--- config.mk ---
export PLATFORM = sky130hd
export DESIGN_NAME = mul_sched
export DESIGN_NICKNAME = d
export VERILOG_FILES = /design/src/rtl/mul_sched.sv
export SDC_FILE = /design/constraint.sdc
export NUM_CORES = 1
export LEC_CHECK = 0
export ABC_CLOCK_PERIOD_IN_PS = 2750
export BUFFER_PORTS_ARGS = -buffer_cell sky130_fd_sc_hd__buf_2
export CAP_MARGIN = 5
export CORE_MARGIN = 5
export CORE_UTILIZATION = 36
export DETAILED_ROUTE_END_ITERATION = 10
export GPL_TIMING_DRIVEN = 0
export SETUP_SLACK_MARGIN = 0.15
export SYNTH_ARGS = -nofsm -noshare
export SYNTH_HDL_FRONTEND = slang
export SYNTH_SLANG_ARGS = --single-unit
--- constraint.sdc ---
create_clock -name clk -period 2.75 [get_ports clk]
set_clock_uncertainty 0.15 [all_clocks]
set_input_delay 0.4125 -clock clk [delete_from_list [all_inputs] [get_ports clk]]
set_output_delay 0.4125 -clock clk [all_outputs]
set_load 0.01 [all_outputs]
--- src/rtl/mul_sched.sv ---
// Round-robin scheduler and bit-serial shift-add sequencer for a shared WIDTH x WIDTH multiplier.
// Optional MUL_EARLY_EXIT_EN: stop iterating once no multiplier bits remain set.
module mul_sched #(
  parameter int unsigned WIDTH = 8
) (
  input  logic                 clk,
  input  logic                 reset,
  input  logic [1:0]           req,
  input  logic [WIDTH-1:0]     a0,
  input  logic [WIDTH-1:0]     b0,
  input  logic [WIDTH-1:0]     a1,
  input  logic [WIDTH-1:0]     b1,
  output logic [1:0]           ack,
  output logic                 busy,
  output logic                 done,
  output logic                 done_id,
  output logic [2*WIDTH-1:0]   prod
);

  localparam int unsigned PW    = 2 * WIDTH;
  localparam int unsigned CNT_W = (WIDTH > 1) ? $clog2(WIDTH) : 1;

  localparam logic [1:0] S_IDLE = 2'd0;
  localparam logic [1:0] S_RUN  = 2'd1;
  localparam logic [1:0] S_DONE = 2'd2;

  logic [1:0]       state_q, state_d;
  logic             last_q, last_d;
  logic             id_q, id_d;
  logic [PW-1:0]    mcand_q, mcand_d;
  logic [WIDTH-1:0] mplier_q, mplier_d;
  logic [PW-1:0]    acc_q, acc_d;
  logic [CNT_W-1:0] cnt_q, cnt_d;
  logic [1:0]       ack_q, ack_d;
  logic             busy_q, busy_d;
  logic             done_q, done_d;
  logic             done_id_q, done_id_d;
  logic [PW-1:0]    prod_q, prod_d;

  logic             win_c;
  logic [PW-1:0]    acc_nxt_c;
  logic             last_iter_c;

  // Tie goes to the client not served last; a lone requester always wins.
  assign win_c     = (req[0] & req[1]) ? ~last_q : req[1];
  assign acc_nxt_c = mplier_q[0] ? (acc_q + mcand_q) : acc_q;

`ifdef MUL_EARLY_EXIT_EN
  assign last_iter_c = (cnt_q == CNT_W'(WIDTH - 1)) || ((mplier_q >> 1) == '0);
`else
  assign last_iter_c = (cnt_q == CNT_W'(WIDTH - 1));
`endif

  always_comb begin
    state_d   = state_q;
    last_d    = last_q;
    id_d      = id_q;
    mcand_d   = mcand_q;
    mplier_d  = mplier_q;
    acc_d     = acc_q;
    cnt_d     = cnt_q;
    ack_d     = 2'b00;
    busy_d    = busy_q;
    done_d    = 1'b0;
    done_id_d = done_id_q;
    prod_d    = prod_q;

    case (state_q)
      S_IDLE: begin
        if (|req) begin
          last_d   = win_c;
          id_d     = win_c;
          mcand_d  = {{WIDTH{1'b0}}, (win_c ? a1 : a0)};
          mplier_d = win_c ? b1 : b0;
          acc_d    = '0;
          cnt_d    = '0;
          ack_d    = win_c ? 2'b10 : 2'b01;
          busy_d   = 1'b1;
          state_d  = S_RUN;
        end
      end
      S_RUN: begin
        acc_d    = acc_nxt_c;
        mcand_d  = mcand_q << 1;
        mplier_d = mplier_q >> 1;
        cnt_d    = cnt_q + CNT_W'(1);
        if (last_iter_c) begin
          prod_d    = acc_nxt_c;
          done_d    = 1'b1;
          done_id_d = id_q;
          state_d   = S_DONE;
        end
      end
      S_DONE: begin
        busy_d  = 1'b0;
        state_d = S_IDLE;
      end
      default: begin
        busy_d  = 1'b0;
        state_d = S_IDLE;
      end
    endcase
  end

  always_ff @(posedge clk or negedge reset) begin
    if (!reset) begin
      state_q   <= S_IDLE;
      last_q    <= 1'b1;
      id_q      <= 1'b0;
      mcand_q   <= '0;
      mplier_q  <= '0;
      acc_q     <= '0;
      cnt_q     <= '0;
      ack_q     <= 2'b00;
      busy_q    <= 1'b0;
      done_q    <= 1'b0;
      done_id_q <= 1'b0;
      prod_q    <= '0;
    end else begin
      state_q   <= state_d;
      last_q    <= last_d;
      id_q      <= id_d;
      mcand_q   <= mcand_d;
      mplier_q  <= mplier_d;
      acc_q     <= acc_d;
      cnt_q     <= cnt_d;
      ack_q     <= ack_d;
      busy_q    <= busy_d;
      done_q    <= done_d;
      done_id_q <= done_id_d;
      prod_q    <= prod_d;
    end
  end

  assign ack     = ack_q;
  assign busy    = busy_q;
  assign done    = done_q;
  assign done_id = done_id_q;
  assign prod    = prod_q;

endmodule

==> impl_table.tex <==
\begin{tabular}{lr}
\hline
Metric & Value \\
\hline
\multicolumn{2}{l}{\textbf{Synth}} \\
Cell type with the highest aggregate area in the netlist & sky130\_fd\_sc\_hd\_\_dfrtp\_1 \\
Synthesized instance count & approximately 360 \\
Top area cells in the synthesized netlist & sky130\_fd\_sc\_hd\_\_dfrtp\_1, sky130\_fd\_sc\_hd\_\_mux2i\_1, sky130\_fd\_sc\_hd\_\_ha\_1, sky130\_fd\_sc\_hd\_\_o21ai\_0, sky130\_fd\_sc\_hd\_\_nand2\_1 \\
Most numerous cell types in the synthesized netlist & sky130\_fd\_sc\_hd\_\_dfrtp\_1, sky130\_fd\_sc\_hd\_\_nand2\_1, sky130\_fd\_sc\_hd\_\_o21ai\_0 \\
Number of warnings issued by yosys & 0 \\
Fraction of the yosys area taken by sequential cells & about 48\% \\
Proportion of synthesized flip-flops having asynchronous set or reset & 100.0\% \\
Per-instance average area after synthesis & about 10 um2 \\
FF+latch count, synth & 68 \\
Number of distinct library cells after synthesis & 46 \\
Main synth FF type & sky130\_fd\_sc\_hd\_\_dfrtp\_1 \\
Post-Syn Nets & 412 \\
Count of flip-flops with a built-in enable after synthesis & 0 \\
Total standard cell area after synthesis & around 0.0036 mm2 \\
Yosys top cell area share & a little under half \\
Most frequent cell after synthesis & sky130\_fd\_sc\_hd\_\_dfrtp\_1 \\
\multicolumn{2}{l}{\textbf{Timing}} \\
Fin crit share & about nine tenths \\
Worst hold slack & -0.006097 ns \\
Final total negative setup slack & 0 ns \\
Final setup violation count & 0 \\
Transition at the pin with the smallest max-transition slack & around 0.9 ns \\
RSZ-0062 raised after global routing & yes \\
Relative slew margins & a little over two fifths \\
Number of max-slew violations in the final report & 0 \\
Minimum setup slack in the final design & approximately 0.24 ns \\
Clock period minus worst slack & about 2.5 ns \\
Hold violation count in the final report & 2 \\
Highest achievable clock rate & around 0.40 GHz \\
\multicolumn{2}{l}{\textbf{Global routing}} \\
Sum of overflow across all layers after global routing & 0 \\
Vias in the first global route & 2916 \\
Number of antenna violations at the first check in global routing & 0 \\
First-pass GRT wire length & roughly 14 mm \\
GRT Overall Usage & about 16\% \\
Pin count of the biggest net entering global routing & 69 \\
\multicolumn{2}{l}{\textbf{Worst setup path}} \\
Setup crit end kind & flop \\
CP arrival & between 2 and 3 ns \\
Source of the worst register-to-register timing path & mcand\_q[1] \\
Startpoint kind of the worst setup timing path & flop \\
R2R cell count & 8 \\
List of cells traversed by the critical path & ha\_1, a21o\_1, nand4\_1, a211o\_1, nand3\_2, a31oi\_2, or4b\_1, nand3\_1 \\
Crit Path Max Fanout & 4 \\
Highest-delay cell along the critical path & sky130\_fd\_sc\_hd\_\_or4b\_1 \\
Max incr delay on CP & roughly 0.53 ns \\
Start point of the critical path & mcand\_q[1] \\
Required @ worst endpoint & about 2.9 ns \\
Worst Setup Path Type & reg2reg \\
\multicolumn{2}{l}{\textbf{Die}} \\
Rows & 36 \\
Width of the die & between 100 and 150 um \\
Initial core utilization & about 37\% \\
Core Footprint & approximately 0.01 mm2 \\
Die area & approximately 0.012 mm2 \\
Vert. Die Dim & between 100 and 150 um \\
Number of placed I/O pins & 57 \\
\multicolumn{2}{l}{\textbf{Clock network}} \\
H-tree levels & 3 \\
Clock latency on the worst-skew pair & between 0.3 and 0.4 ns \\
Clock Sink Count & just under 70 \\
Clock root buffer & sky130\_fd\_sc\_hd\_\_clkbuf\_8 \\
Clock tree buffer depth & 2 \\
CTS tree & done \\
TritonCTS buffer count & 9 \\
Reg clk slew, reported paths & 0.07 ns \\
\multicolumn{2}{l}{\textbf{Cells and area}} \\
Nets & slightly below 500 \\
Post-synthesis to final-layout area growth & 20.93\% \\
Fillers & 975 \\
Non-filler instance count after layout & 565 \\
Final standard cell utilization of the core & approximately 44\% \\
Final antenna diode count & 0 \\
Share of cells above drive strength 1 & $\sim$20\% \\
Multi-input gate area in the final layout & around 0.0018 mm2 \\
Storage cell area & roughly 0.0017 mm2 \\
\multicolumn{2}{l}{\textbf{Power and ir drop}} \\
Maximum resistive drop on vdd & $\sim$350 uV \\
Static leakage power & slightly above 2 nW \\
Ratio of total power to cell area & roughly 1300 mW/mm2 \\
\multicolumn{2}{l}{\textbf{Placement}} \\
Number of instances in the placed design & around 550 \\
RD Place Congestion & 0.9454 \\
Post-place setup slack & about 0.085 ns \\
Total half-perimeter wirelength after legalization and detailed placement & 6.389 mm \\
Port Buffer Count & between 50 and 60 \\
\multicolumn{2}{l}{\textbf{Drt}} \\
\# DRC & 0 \\
Number of routed nets with antenna violations & 0 \\
DRT Pass-1 Iters & 4 \\
Total detailed-routing wirelength & just under 9 mm \\
Via density per instance & 5.257 \\
Number of vias after detailed routing & $\sim$3000 \\
Drt first-iter violations & 93 \\
DR WL/cell & around 16 um \\
\multicolumn{2}{l}{\textbf{Flow run}} \\
Number of violations of the max-capacitance limit & 0 \\
\multicolumn{2}{l}{\textbf{Status}} \\
Result of the run & finished with violations \\
Failing checks & negative hold slack \\
\multicolumn{2}{l}{\textbf{Min path}} \\
Path class of the lowest-slack min-delay path & in2async \\
\hline
\end{tabular}
layer usage:
metal	share of wire (%)	track usage [%]
met2	48	25.28
met4	2.3	8.192
met1	46	20.52
met3	3.5	2.408
met5	0	0
final cells by class:
cell class              count  share of cell area (%)
inverters                   6                  0.5219
well taps                 133                   3.856
repair buffers             58                   6.901
clock buffers              10                   3.189
multi-input cells         264                   41.66
flip-flops and latches     68                   39.46
clock inverters             6                   2.580
plain buffers              20                   1.827
stage by stage:
stage                     area [um2]  total power, mW
after floorplan                 3568            3.617
after global placement          4015            4.297
after detailed placement        4018            4.375
after CTS                       4285            5.461
after global routing            4315            5.919
final                           4315            5.458
registers in the layout, indices dropped and copies added, names as in the netlist:
signal / count
acc_q: 16
ack: 2
busy: 1
cnt_q: 3
done: 1
done_id: 1
id_q: 1
last_q: 1
mcand_q: 16
mplier_q: 8
prod: 16
state_q: 2
final timing paths:
check	to	slack [ns]
min in group clk	ack[0]	0.14
worst min register to register	prod[7]	0.33
worst min-delay path	done	-0.006
worst max-delay path	prod[13]	0.24
worst max register to register	prod[13]	0.24
max in group asynchronous	acc_q[12]	1.86
critical path, delay by kind of cell (launching register included):
kind,cells,cell delay [ns]
AND/OR/NAND/NOR,4,0.90
AO/OA/AOI/OAI,3,0.63
flip-flops,1,0.45
adder cells (fa/ha/maj),1,0.31
logic make-up (layout without fill, tap and decap cells):
logic type | Yosys count | count (layout) | synth area share (%)
compound gates | 120 | 120 | 21.28
simple gates | 88 | 88 | 11.40
flops | 68 | 68 | 47.72
mux | 27 | 27 | 7.574
buf+inv | 26 | 100 | 2.805
fa+ha+maj | 18 | 18 | 6.522
xor+xnor | 11 | 11 | 2.700
where the power goes:
| group | switching, mW | internal, mW | total [mW] | leakage [nW] |
|---|---|---|---|---|
| Combinational | 1.57 | 1.10 | 2.67 | 1.09 |
| Sequential | 0.314 | 1.45 | 1.76 | 0.858 |
| Clock | 0.402 | 0.627 | 1.03 | 0.122 |
| Total | 2.28 | 3.17 | 5.46 | 2.07 |
layout by cell type, fill, tap and decap left out, drive strengths merged, types with 4 or more instances in the layout:
master and n:
a21o 9, a21oi 15, a22o 9, a22oi 14, buf 62, clkbuf 26, dfrtp 67, ha 17
inv 5, mux2i 27, nand2 49, nand3 9, nand4 5, nor2 10, nor3b 4, o21ai 54
xnor2 7, xor2 4
timing repair:
action / 4_1_cts / 5_1_grt
setup endpoints to repair: 5 / 17
gates cloned: 0 / 0
gates resized for setup: 1 / 7
setup buffers: 1 / 1
pin swaps: 2 / 4
endpoints found under the hold margin: 0 / 0
hold buffers: 0 / 0
Note: power is estimated with default switching activity, not from simulation.
